File: config.mk
export PLATFORM = sky130hd
export DESIGN_NAME = tacc_softreg_mailbox_flat
export DESIGN_NICKNAME = d
export VERILOG_FILES = /design/src/rtl/tacc_softreg_mailbox_pkg.sv /design/src/rtl/tacc_softreg_mailbox_if.sv /design/src/rtl/tacc_softreg_mailbox_fifo.sv /design/src/rtl/tacc_softreg_mailbox.sv /design/src/flat_wrapper.sv
export SDC_FILE = /design/constraint.sdc
export NUM_CORES = 2
export LEC_CHECK = 0
export CORE_MARGIN = 4
export CORE_UTILIZATION = 45
export DETAILED_ROUTE_END_ITERATION = 8
export REMOVE_ABC_BUFFERS = 1
export SLEW_MARGIN = 0
export SYNTH_ARGS = -nofsm -noshare
export SYNTH_HDL_FRONTEND = slang
export SYNTH_HIERARCHICAL = 1
export SYNTH_SLANG_ARGS = --single-unit
export TNS_END_PERCENT = 50
File: constraint.sdc
create_clock -name clk -period 4.8 [get_ports clk]
set_input_delay 0.96 -clock clk [delete_from_list [all_inputs] [get_ports clk]]
set_output_delay 0.96 -clock clk [all_outputs]
set_load 0.02 [all_outputs]
File: src/rtl/tacc_softreg_mailbox_pkg.sv
// tacc_mailbox_pkg
//   Shared definitions for the SoftReg mailbox: register offsets inside a
//   channel's 4-word slot, CTRL bit positions, the default empty-FIFO read
//   code, SoftReg request/response structs and the STATUS word layout.
package tacc_mailbox_pkg;

  // Register offsets within one channel slot (addr - BASE_ADDR) % 4
  localparam logic [1:0] REG_DATA   = 2'd0;
  localparam logic [1:0] REG_STATUS = 2'd1;
  localparam logic [1:0] REG_CTRL   = 2'd2;
  localparam logic [1:0] REG_RSVD   = 2'd3;

  // CTRL write bits
  localparam int CTRL_FLUSH_BIT   = 0;
  localparam int CTRL_CLR_OVF_BIT = 1;

  // Value returned by a DATA read of an empty role->host FIFO
  localparam logic [63:0] DEFAULT_EMPTY_CODE = 64'd110000;

  // Width of the optional push timestamp
  localparam int TS_WIDTH = 32;

  typedef struct packed {
    logic        valid;
    logic        is_write;
    logic [31:0] addr;
    logic [63:0] data;
  } softreg_req_t;

  typedef struct packed {
    logic        valid;
    logic [63:0] data;
  } softreg_resp_t;

  // STATUS read word; first member is the MSB end
  typedef struct packed {
    logic [21:0] reserved;   // [63:42]
    logic        r2h_empty;  // [41]
    logic        h2r_full;   // [40]
    logic [7:0]  ovf_count;  // [39:32]
    logic [15:0] h2r_occ;    // [31:16]
    logic [15:0] r2h_occ;    // [15:0]
  } status_t;

  // Overflow counter increment that sticks at 255
  function automatic logic [7:0] sat_inc8(input logic [7:0] v);
    return (v == 8'hFF) ? v : v + 8'd1;
  endfunction

endpackage

File: src/rtl/tacc_softreg_mailbox_if.sv
// tacc_softreg_mailbox_if
//   SoftReg bus bundle between the host shell and the mailbox.
//   rx : host request  (valid, is_write, addr[31:0], data[63:0])
//   tx : host response (valid, data[63:0])
//   master modport = host side, slave modport = mailbox side.
interface tacc_softreg_mailbox_if;
  import tacc_mailbox_pkg::*;

  softreg_req_t  rx;
  softreg_resp_t tx;

  modport master (output rx, input tx);
  modport slave  (input rx, output tx);

endinterface

File: src/rtl/tacc_softreg_mailbox_fifo.sv
// tacc_sync_fifo
//   Single-clock first-word-fall-through FIFO, 2**DEPTH_LOG2 entries.
//   Ports:
//     clk, rst  - clock, synchronous active-high reset
//     wr, din   - push request and data (ignored while full)
//     rd        - pop request (ignored while empty)
//     flush     - empties the FIFO; wins over a same-cycle push/pop
//     dout      - head word, valid whenever !empty
//     empty     - no entries
//     full      - 2**DEPTH_LOG2 entries
//     count     - occupancy, DEPTH_LOG2+1 bits so a full FIFO reads DEPTH
module tacc_sync_fifo #(
  parameter int WIDTH      = 8,
  parameter int DEPTH_LOG2 = 5
) (
  input  logic                clk,
  input  logic                rst,
  input  logic                wr,
  input  logic                rd,
  input  logic                flush,
  input  logic [WIDTH-1:0]    din,
  output logic [WIDTH-1:0]    dout,
  output logic                empty,
  output logic                full,
  output logic [DEPTH_LOG2:0] count
);

  localparam int DEPTH = 1 << DEPTH_LOG2;
  localparam logic [DEPTH_LOG2-1:0] PTR_ONE    = {{(DEPTH_LOG2-1){1'b0}}, 1'b1};
  localparam logic [DEPTH_LOG2:0]   CNT_ONE    = {{DEPTH_LOG2{1'b0}}, 1'b1};
  localparam logic [DEPTH_LOG2:0]   FULL_COUNT = {1'b1, {DEPTH_LOG2{1'b0}}};

  logic [WIDTH-1:0]      mem [DEPTH];
  logic [DEPTH_LOG2-1:0] wr_ptr;
  logic [DEPTH_LOG2-1:0] rd_ptr;
  logic                  wr_en;
  logic                  rd_en;

  assign empty = (count == '0);
  assign full  = (count == FULL_COUNT);
  // A push while full is refused even if a pop frees a slot this cycle
  assign wr_en = wr && !full;
  assign rd_en = rd && !empty;
  assign dout  = mem[rd_ptr];

  always_ff @(posedge clk) begin
    if (rst || flush) begin
      wr_ptr <= '0;
      rd_ptr <= '0;
      count  <= '0;
    end else begin
      if (wr_en) wr_ptr <= wr_ptr + PTR_ONE;
      if (rd_en) rd_ptr <= rd_ptr + PTR_ONE;
      case ({wr_en, rd_en})
        2'b10:   count <= count + CNT_ONE;
        2'b01:   count <= count - CNT_ONE;
        default: count <= count;
      endcase
    end
  end

  // Storage has no reset; contents are unreachable once pointers clear
  always_ff @(posedge clk) begin
    if (wr_en && !flush) mem[wr_ptr] <= din;
  end

endmodule

File: src/rtl/tacc_softreg_mailbox.sv
// tacc_softreg_mailbox
//   Multi-channel host<->role mailbox on the SoftReg bus. Each of NUM_CH
//   channels has a host->role and a role->host FIFO (DATA_WIDTH wide,
//   2**DEPTH_LOG2 deep). The window BASE_ADDR .. BASE_ADDR+4*NUM_CH-1 maps
//   per channel: +0 DATA, +1 STATUS, +2 CTRL, +3 reserved. Every mapped read
//   answers on tx exactly two cycles after the request; one request per cycle.
//   Ports:
//     clk, rst         - clock, synchronous active-high reset
//     sr (slave)       - SoftReg request rx / response tx
//     to_host_valid    - per channel, role offers a word
//     to_host_ready    - per channel, role->host FIFO not full
//     to_host_data     - channel c at [c*DATA_WIDTH +: DATA_WIDTH]
//     from_host_valid  - per channel, host->role FIFO not empty
//     from_host_ready  - per channel, role consumes head word
//     from_host_data   - per channel head word (first-word-fall-through)
//     irq_pending      - per channel, role->host FIFO not empty
//   Optional build macro TACC_MAILBOX_TIMESTAMP_EN: stores a 32-bit cycle
//   stamp with each role->host push and returns it in DATA read bits [63:32].
module tacc_softreg_mailbox
  import tacc_mailbox_pkg::*;
#(
  parameter int          NUM_CH     = 4,
  parameter int          DATA_WIDTH = 8,
  parameter int          DEPTH_LOG2 = 5,
  parameter logic [31:0] BASE_ADDR  = 32'd1234,
  parameter logic [63:0] EMPTY_CODE = DEFAULT_EMPTY_CODE
) (
  input  logic                           clk,
  input  logic                           rst,
  tacc_softreg_mailbox_if.slave          sr,
  input  logic [NUM_CH-1:0]              to_host_valid,
  output logic [NUM_CH-1:0]              to_host_ready,
  input  logic [NUM_CH*DATA_WIDTH-1:0]   to_host_data,
  output logic [NUM_CH-1:0]              from_host_valid,
  input  logic [NUM_CH-1:0]              from_host_ready,
  output logic [NUM_CH*DATA_WIDTH-1:0]   from_host_data,
  output logic [NUM_CH-1:0]              irq_pending
);

  localparam int          CH_W     = (NUM_CH > 1) ? $clog2(NUM_CH) : 1;
  localparam int          CNT_W    = DEPTH_LOG2 + 1;
  localparam logic [31:0] WIN_SIZE = 32'(4 * NUM_CH);
`ifdef TACC_MAILBOX_TIMESTAMP_EN
  localparam int          R2H_W    = DATA_WIDTH + TS_WIDTH;
`else
  localparam int          R2H_W    = DATA_WIDTH;
`endif

`ifdef TACC_MAILBOX_TIMESTAMP_EN
  // The stamp occupies the upper half of the read word, so data must fit below it
  if (DATA_WIDTH > 32) begin : g_ts_width_check
    $error("tacc_softreg_mailbox: DATA_WIDTH must be <= 32 with timestamps enabled");
  end

  logic [TS_WIDTH-1:0] ts_cnt;

  always_ff @(posedge clk) begin
    if (rst) ts_cnt <= '0;
    else     ts_cnt <= ts_cnt + 32'd1;
  end
`endif

  // Address decode. Addresses below BASE_ADDR wrap to huge offsets and
  // therefore fall outside the window as well.
  logic [31:0]     off;
  logic            in_win;
  logic            req_rd;
  logic            req_wr;
  logic [CH_W-1:0] ch;
  logic [1:0]      reg_sel;
  logic            unused_bits;

  assign off         = sr.rx.addr - BASE_ADDR;
  assign in_win      = sr.rx.valid && (off < WIN_SIZE);
  assign req_rd      = in_win && !sr.rx.is_write;
  assign req_wr      = in_win && sr.rx.is_write;
  assign ch          = off[CH_W+1:2];
  assign reg_sel     = off[1:0];
  assign unused_bits = ^{off, sr.rx.data};

  logic [CNT_W-1:0]      h2r_count [NUM_CH];
  logic [CNT_W-1:0]      r2h_count [NUM_CH];
  logic [DATA_WIDTH-1:0] h2r_dout  [NUM_CH];
  logic [R2H_W-1:0]      r2h_dout  [NUM_CH];
  logic [7:0]            ovf_count [NUM_CH];
  logic [NUM_CH-1:0]     h2r_empty;
  logic [NUM_CH-1:0]     h2r_full;
  logic [NUM_CH-1:0]     r2h_empty;
  logic [NUM_CH-1:0]     r2h_full;

  for (genvar c = 0; c < NUM_CH; c++) begin : g_ch
    logic             sel;
    logic             h2r_wr;
    logic             r2h_rd;
    logic             ctrl_wr;
    logic             flush;
    logic             ovf_clr;
    logic [R2H_W-1:0] r2h_din;

    assign sel     = (ch == CH_W'(c));
    assign h2r_wr  = req_wr && sel && (reg_sel == REG_DATA);
    assign ctrl_wr = req_wr && sel && (reg_sel == REG_CTRL);
    assign flush   = ctrl_wr && sr.rx.data[CTRL_FLUSH_BIT];
    assign ovf_clr = ctrl_wr && sr.rx.data[CTRL_CLR_OVF_BIT];
    assign r2h_rd  = req_rd && sel && (reg_sel == REG_DATA);

`ifdef TACC_MAILBOX_TIMESTAMP_EN
    assign r2h_din = {ts_cnt, to_host_data[c*DATA_WIDTH +: DATA_WIDTH]};
`else
    assign r2h_din = to_host_data[c*DATA_WIDTH +: DATA_WIDTH];
`endif

    tacc_sync_fifo #(
      .WIDTH      (DATA_WIDTH),
      .DEPTH_LOG2 (DEPTH_LOG2)
    ) u_h2r (
      .clk   (clk),
      .rst   (rst),
      .wr    (h2r_wr),
      .rd    (from_host_ready[c]),
      .flush (flush),
      .din   (sr.rx.data[DATA_WIDTH-1:0]),
      .dout  (h2r_dout[c]),
      .empty (h2r_empty[c]),
      .full  (h2r_full[c]),
      .count (h2r_count[c])
    );

    // Flush beats a same-cycle role push; the push is simply lost
    tacc_sync_fifo #(
      .WIDTH      (R2H_W),
      .DEPTH_LOG2 (DEPTH_LOG2)
    ) u_r2h (
      .clk   (clk),
      .rst   (rst),
      .wr    (to_host_valid[c]),
      .rd    (r2h_rd),
      .flush (flush),
      .din   (r2h_din),
      .dout  (r2h_dout[c]),
      .empty (r2h_empty[c]),
      .full  (r2h_full[c]),
      .count (r2h_count[c])
    );

    // Host writes that hit a full host->role FIFO are dropped and counted
    always_ff @(posedge clk) begin
      if (rst)                        ovf_count[c] <= '0;
      else if (ovf_clr)               ovf_count[c] <= '0;
      else if (h2r_wr && h2r_full[c]) ovf_count[c] <= sat_inc8(ovf_count[c]);
    end

    assign to_host_ready[c]                                  = !r2h_full[c];
    assign from_host_valid[c]                                = !h2r_empty[c];
    assign from_host_data[c*DATA_WIDTH +: DATA_WIDTH]        = h2r_dout[c];
    assign irq_pending[c]                                    = !r2h_empty[c];
  end

  // Read data is formed in the request cycle, while the popped word is
  // still at the FIFO head.
  logic [63:0]      rd_data;
  logic [R2H_W-1:0] head;
  status_t          status;

  always_comb begin
    rd_data          = '0;
    head             = r2h_dout[ch];
    status           = '0;
    status.r2h_occ   = 16'(r2h_count[ch]);
    status.h2r_occ   = 16'(h2r_count[ch]);
    status.ovf_count = ovf_count[ch];
    status.h2r_full  = h2r_full[ch];
    status.r2h_empty = r2h_empty[ch];
    case (reg_sel)
      REG_DATA: begin
        if (r2h_empty[ch]) begin
          rd_data = EMPTY_CODE;
        end else begin
`ifdef TACC_MAILBOX_TIMESTAMP_EN
          rd_data = {head[R2H_W-1 -: TS_WIDTH], 32'(head[DATA_WIDTH-1:0])};
`else
          rd_data = 64'(head);
`endif
        end
      end
      REG_STATUS: rd_data = status;
      default:    rd_data = '0;
    endcase
  end

  // Two-stage response pipeline: request at N, tx.valid at N+2
  logic          s1_valid;
  logic [63:0]   s1_data;
  softreg_resp_t tx_q;

  always_ff @(posedge clk) begin
    if (rst) begin
      s1_valid  <= 1'b0;
      s1_data   <= '0;
      tx_q      <= '0;
    end else begin
      s1_valid  <= req_rd;
      s1_data   <= rd_data;
      tx_q.valid <= s1_valid;
      tx_q.data  <= s1_valid ? s1_data : '0;
    end
  end

  assign sr.tx = tx_q;

endmodule

File: src/flat_wrapper.sv
// flat-port wrapper written by rule: the top's interface ports become plain ports
module tacc_softreg_mailbox_flat import tacc_mailbox_pkg::*;
#(
  parameter int          NUM_CH     = 4,
  parameter int          DATA_WIDTH = 8,
  parameter int          DEPTH_LOG2 = 5,
  parameter logic [31:0] BASE_ADDR  = 32'd1234,
  parameter logic [63:0] EMPTY_CODE = DEFAULT_EMPTY_CODE
)
  (clk, rst, to_host_valid, to_host_ready, to_host_data, from_host_valid, from_host_ready, from_host_data, irq_pending, sr_rx, sr_tx);
  tacc_softreg_mailbox_if sr_i ();
  input  logic clk;
  input  logic rst;
  input  logic [NUM_CH-1:0] to_host_valid;
  output logic [NUM_CH-1:0] to_host_ready;
  input  logic [NUM_CH*DATA_WIDTH-1:0] to_host_data;
  output logic [NUM_CH-1:0] from_host_valid;
  input  logic [NUM_CH-1:0] from_host_ready;
  output logic [NUM_CH*DATA_WIDTH-1:0] from_host_data;
  output logic [NUM_CH-1:0] irq_pending;
  input wire logic [$bits(sr_i.rx)-1:0] sr_rx;
  output wire logic [$bits(sr_i.tx)-1:0] sr_tx;
  assign sr_i.rx = sr_rx;
  assign sr_tx = sr_i.tx;
  tacc_softreg_mailbox #(.NUM_CH(NUM_CH), .DATA_WIDTH(DATA_WIDTH), .DEPTH_LOG2(DEPTH_LOG2), .BASE_ADDR(BASE_ADDR), .EMPTY_CODE(EMPTY_CODE)) u_core (.clk(clk), .rst(rst), .sr(sr_i), .to_host_valid(to_host_valid), .to_host_ready(to_host_ready), .to_host_data(to_host_data), .from_host_valid(from_host_valid), .from_host_ready(from_host_ready), .from_host_data(from_host_data), .irq_pending(irq_pending));
endmodule
# After elaboration in Yosys (flattened, before gate mapping)
# Memory sizes are Yosys's and may differ from the RTL's. A register that Yosys moved wholly into a read port is not among the register bits.
# Cells that the tools add are included.
dict set report word_totals {
  regBits 258
  mem_bits_rw 2080
  output_inout_bits 109
  wordCells 320
  n_memories 9
}
# name words word_bits rd rd_ports_with_merged_regs wr line_no
set memory_table {}
lappend memory_table {{u_core.g_ch[0].u_h2r.mem} 32 8 1 1 1 tacc_softreg_mailbox_fifo.sv:33} ;# logic [WIDTH-1:0] mem [DEPTH];
lappend memory_table {{u_core.g_ch[0].u_r2h.mem} 32 8 1 1 1 tacc_softreg_mailbox_fifo.sv:33}
lappend memory_table {{u_core.g_ch[1].u_h2r.mem} 32 8 1 1 1 tacc_softreg_mailbox_fifo.sv:33}
lappend memory_table {{u_core.g_ch[1].u_r2h.mem} 32 8 1 1 1 tacc_softreg_mailbox_fifo.sv:33}
lappend memory_table {{u_core.g_ch[2].u_h2r.mem} 32 8 1 1 1 tacc_softreg_mailbox_fifo.sv:33}
lappend memory_table {{u_core.g_ch[2].u_r2h.mem} 32 8 1 1 1 tacc_softreg_mailbox_fifo.sv:33}
lappend memory_table {{3 more memories} n/a n/a n/a n/a n/a n/a}
dict set report classes {
  addsub 37
  n_lt_le_gt_ge 3
  eq_ne 33
  muxes 97
  n_bitwise 10
  n_reduce_logical 103
}
# cell count
set ops {}
lappend ops {{$mux 8} 14}
lappend ops {{$pmux 6 s2} 8}
lappend ops {{$pmux 42 s2} 1}
lappend ops {{$add 5x1->5 const B} 16}
lappend ops {{$mux 5} 16}
lappend ops {{$logic_and 1x1->1} 59}
lappend ops {{$add 6x1->6 const B} 8}
lappend ops {{$eq 6x6->1 const B} 8}
lappend ops {{$logic_not 6->1} 8}
lappend ops {{$mux 1} 48}
lappend ops {{$sub 6x1->6 const B} 8}
lappend ops {{$add 8x1->8 const B} 4}
lappend ops {{$eq 8x8->1 const B} 4}
lappend ops {{$lt 32x5->1 const B} 1}
lappend ops {{$sub 32x11->32 const B} 1}
lappend ops {{$bmux 6 s2} 2}
lappend ops {{$mux 6} 4}
lappend ops {{$eq 2x2->1 const B} 11}
lappend ops {{$logic_not 1->1} 21}
lappend ops {{$eq 2x1->1 const B} 10}
lappend ops {{$mux 17} 1}
lappend ops {{$bmux 8 s2} 1}
lappend ops {{$reduce_bool 2->1} 8}
lappend ops {{$or 1x1->1} 8}
lappend ops {{other kinds (8)} 13}

# Logic depth before layout (Yosys ltp)
dict set report depth {
  ltp_word 12
  ltp_mapped 20
}

# Modules after synthesis
# Netlist, hierarchy kept.
# mod instances cells_each area_each_um2
set by_module_without_submodules {}
lappend by_module_without_submodules {{tacc_sync_fifo (u_core.g_ch[0].u_h2r ...)} 6 628 11148.2}
lappend by_module_without_submodules {{tacc_sync_fifo (u_core.g_ch[1].u_r2h)} 1 629 11149.4}
lappend by_module_without_submodules {{tacc_sync_fifo (u_core.g_ch[2].u_h2r)} 1 628 11143.2}
lappend by_module_without_submodules {tacc_softreg_mailbox 1 490 5136.2}

# Least setup slack after synthesis
# OpenSTA, ideal clock, no wires.
dict set report synth_timing {
  kind {input to register}
  start {in sr_rx[65]}
  end {reg u_core.g_ch[0].u_r2h.count[5]}
  arrival_ns 5.040
  t_required_ns 4.684
  setup_slack_ns -0.356
  cell_stages 18
  path_buffers 2
  cell_sequence {buf_2 > inv_1 > ha_1 > nor3b_4 > o21ai_2 > a211o_1 > a222oi_1 > nand4_1 > clkbuf_1 > nor4_1 > o31ai_4 > inv_1 > ha_1 > ha_1 > a211oi_1 > nand4bb_1 > a311oi_1 > a41o_1}
}
dict set report synth_via {
  elab_chain_cells 9
}
# item line_no
set synth_rtl {}
lappend synth_rtl {{start, declared} flat_wrapper.sv:21} ;# input wire logic [$bits(sr_i.rx)-1:0] sr_rx;
lappend synth_rtl {{$sub 32x11->32 *} tacc_softreg_mailbox.sv:73} ;# assign off = sr.rx.addr - BASE_ADDR;
lappend synth_rtl {{$lt 32x5->1} tacc_softreg_mailbox.sv:74} ;# assign in_win = sr.rx.valid && (off < WIN_SIZE);
lappend synth_rtl {{$logic_and 1x1->1} tacc_softreg_mailbox.sv:74}
lappend synth_rtl {{$logic_and 1x1->1} tacc_softreg_mailbox.sv:75} ;# assign req_rd = in_win && !sr.rx.is_write;
lappend synth_rtl {{$logic_and 1x1->1} tacc_softreg_mailbox.sv:105} ;# assign r2h_rd = req_rd && sel && (reg_sel == REG_DATA);
lappend synth_rtl {{$logic_and 1x1->1 *} tacc_softreg_mailbox.sv:105}
lappend synth_rtl {{net u_core.g_ch[0].r2h_rd} tacc_softreg_mailbox.sv:94} ;# logic r2h_rd;
lappend synth_rtl {{$logic_and 1x1->1 *} tacc_softreg_mailbox_fifo.sv:43} ;# assign rd_en = rd && !empty;
lappend synth_rtl {{$eq 2x1->1 or $eq 2x2->1 (tied branches)} tacc_softreg_mailbox_fifo.sv:54} ;# case ({wr_en, rd_en})
lappend synth_rtl {{$pmux 6 s2 or $reduce_bool 2->1 (tied branches)} n/a}
lappend synth_rtl {{end signal, assigned} tacc_softreg_mailbox_fifo.sv:55} ;# 2'b10: count <= count + CNT_ONE;
lappend synth_rtl {{end signal, assigned} tacc_softreg_mailbox_fifo.sv:56} ;# 2'b01: count <= count - CNT_ONE;
lappend synth_rtl {{end signal, assigned} tacc_softreg_mailbox_fifo.sv:57} ;# default: count <= count;
lappend synth_rtl {{end, declared} tacc_softreg_mailbox_fifo.sv:25} ;# output logic [DEPTH_LOG2:0] count
# Mark *: on every way through the listed nets, which the timed path passes. The rest lies on a longest branch.
# A chain may end at the register's enable or synchronous reset.

==> results_dict.tcl <==
set metrics [dict create \
    cts_buffers 232 \
    cp.arrival_ns 3.70 \
    critPathMaxFanout 16 \
    peakVddDrop_mv 0.364 \
    p_leak_uw 0.0356 \
    fin_crit_sh 0.970 \
    ant_nets 0 \
    hold_path_class "register to register" \
    core_area_um2 208000 \
    grt_max_degree 129 \
    hp-start "u_core/s1_data[20]$_SDFF_PP0_" \
    path_cells "buf_4 > mux4_2 > a22o_1 > a221oi_1 > nand3_1 > clkdlybuf4s50_1" \
    num_rows 167 \
    place_congestion 0.848 \
    ys_types 82 \
    hold_end "u_core/sr.tx[20]$_SDFF_PP0_" \
    overflow 0 \
    synth_top_area_share 0.662 \
    wirelength_um 218000 \
    drt_first_pass_iters 5 \
    worstMarginPinSlew_ns 1.26 \
    viasPerCell 5.60 \
    area_growth_pct 16.7 \
    status "complete, no violations" \
    nFillCells 16600 \
    finalPower_uw 40700 \
    synth_area_um2 94300 \
    p_per_area_nw_per_um2 370 \
    grt_first_pass_wirelength_um 327000 \
    setup_viol 0 \
    drv_cap 0 \
    ys_warn_count 6 \
    synth-seq-area-share 0.709 \
    required_ns 3.84 \
    initial_core_util 0.454 \
    nets 6437 \
    crit_slowest_cell "mux4_2" \
    critPathBufInv 2 \
    grt.total_usage 0.197 \
    grt_pass1_vias 51700 \
    die_h_um 466 \
    clockBufferDepth 3 \
    worst-setup-path-type "register to primary output" \
    avgSynthCellArea_um2 17.1 \
    reg2reg_slack_ns 1.02 \
    holdPathStages 1 \
    synth_ff_type "edfxtp_1" \
    synthTopCellsByArea "edfxtp_1 (66%), mux2i_1 (5.6%), dfxtp_1 (4.7%), mux4_2 (4.2%), mux4_1 (3.1%)" \
    r2r_cells 7 \
    start_kind "register" \
    io_buffer_count 157 \
    drv_slew 0 \
    clk_latency_ns 0.86 \
    routedWlPerCell_um 23.7 \
    fin_crit_ns 4.66 \
    endpoint_kind "primary output" \
    cts.clk_slew.worst_paths_ns 0.06 \
    relSlewSlack 0.159 \
    drive_gt1_frac 0.195 \
    die_w_um 466 \
    skew_ns 0.0459 \
    hold_viol_final 0 \
    drc_errors 0 \
    cts_sinks 2300 \
    max_stage_delay_ns 0.60 \
    cts_tree "built" \
    reg2reg_to "u_core/s1_data[5]$_SDFF_PP0_" \
    ys_ff_latch 2300 \
    fmax_ghz 0.215 \
    dp_hpwl_um 142000 \
    cts_hold_buffers 0 \
    vias 51600 \
    grt_antenna_before_repair 10 \
    synth_edf_count 2080 \
    htree_levels 4 \
    grt_setup_unrepaired "yes" \
    tns_ns 0 \
    cts_root_buf "clkbuf_16" \
    drt_iter0_markers 4263 \
    synth_largest_area_cell "edfxtp_1" \
    syn_inst 5515 \
    async_flop_share 0 \
    ios 249 \
    crit_family "buffers and inverters" \
    die_area_um2 217000 \
]
==> flip-flops by register name, indices dropped and copies added (netlist names), named ones only <==
register	cells
u_core/g_ch.u_r2h/wr_ptr	20
u_core/ovf_count	32
u_core/s1_data	25
u_core/s1_valid	1
u_core/g_ch.u_h2r/wr_ptr	20
u_core/sr.tx	26
u_core/g_ch.u_h2r/rd_ptr	20
u_core/g_ch.u_r2h/rd_ptr	20
u_core/g_ch.u_r2h/mem	1024
u_core/g_ch.u_h2r/mem	1024
u_core/g_ch.u_r2h/count	24
u_core/g_ch.u_h2r/count	24
==> worst max-delay path by stage <==
stage | to | cells after the start | slack, ns
after floorplan | u_core/g_ch[3].u_r2h/count[5]$_SDFFE_PP0P_ | 16 | -2.65
after global placement | u_core/g_ch[1].u_h2r/count[5]$_SDFFE_PP0P_ | 19 | -0.90
after detailed placement | u_core/g_ch[1].u_h2r/count[5]$_SDFFE_PP0P_ | 18 | -0.94
after CTS | from_host_data[16] | 6 | 0.02
after global routing | from_host_data[20] | 6 | -0.02
final | from_host_data[16] | 6 | 0.14
==> metal layers <==
layer	track usage	up-vias	routed length, µm
met4	0.0518	2	5140
li1	-	23500	-
met2	0.329	1277	108000
met3	0.0305	297	10500
met5	0	-	13
met1	0.272	26500	94700
==> cell families (layout without fill, tap and decap cells) <==
family / Yosys count / in the layout / synth area share
AO/OA/AOI/OAI: 640 / 640 / 0.0543
AND/OR/NAND/NOR: 1167 / 1167 / 0.0644
multiplexers: 814 / 814 / 0.129
flip-flops: 2300 / 2300 / 0.709
other: 1 / 41 / 0.0000398
buffers and inverters: 417 / 1279 / 0.0229
adder cells (fa/ha/maj): 93 / 93 / 0.0130
XOR/XNOR: 83 / 83 / 0.00771
==> cells in the final DEF, fill, tap and decap left out, types with 36 or more instances in the layout <==
cell and instances:
edfxtp_1 2080, buf_4 579, mux2i_1 528, nor2_1 437
a22oi_1 256, clkbuf_16 235, nand3_1 222, dfxtp_1 204
mux4_2 174, clkdlybuf4s50_1 142, mux4_1 112, nand2_1 87
ha_1 84, inv_1 71, a22o_1 69, and2_1 62
clkbuf_1 55, a221oi_1 53, nor4_1 49, xnor2_1 46
clkinv_2 45, clkinv_1 44, a21oi_1 37, xor2_1 36
==> per-stage QoR <==
step	cell area, µm²	instances	hold slack, ns	utilization	worst slack (ns)
2_1_floorplan	92600	5219	0.406	-	-2.65
3_3_place_gp	102000	8755	0.418	0.493	-0.898
3_5_place_dp	102000	8755	0.415	0.493	-0.943
4_1_cts	110000	9197	0.426	0.530	0.0207
5_1_grt	110000	9201	0.440	0.530	-0.0178
6_report	110000	9205	0.432	0.530	0.144
==> report_power, final <==
group	total, µW	internal [µW]	switching [µW]
logic	1070	344	725
registers	22000	21900	62.2
clock network	17700	10100	7600
==> synthesized netlist by cell type, types with 19 or more instances <==
library cell     n
a21oi_1         37
edfxtp_1      2080
nand3_1        222
buf_1           23
a22oi_1        256
nor4_1          49
inv_1           71
mux2i_1        528
a31oi_1         29
clkbuf_1       131
nor3_1          26
mux4_1         112
nor4b_1         19
xnor2_1         46
nand2_1         87
ha_1            85
o21ai_0         25
mux4_2         174
nor2_1         438
a221oi_1        57
nor2b_1         26
nand4_1         20
or3_1           35
and2_1          62
a311oi_1        24
a22o_1          69
and3_1          30
buf_2          104
buf_4           39
buf_6           25
xor2_1          37
dfxtp_1        220
==> cell type report <==
type                    instances  area (µm²)  area share
diodes                          6        15.0    0.000136
clock buffers                 303        6240      0.0567
multi-input cells            2832       25500       0.232
repair buffers                751        6260      0.0569
clock inverters               138        1320      0.0120
flip-flops and latches       2300       66900       0.608
well taps                    2788        3490      0.0317
inverters                      87         327     0.00297
==> timing repair <==
| action | in CTS | in global routing |
|---|---|---|
| cloned | 0 | 1 |
| pin swaps | 1 | 1 |
| gates resized for setup | 5 | 12 |
| setup buffers | 1 | 1 |
| endpoints found under the setup margin | 9 | 26 |
Note: power is estimated with default switching activity, not from simulation.
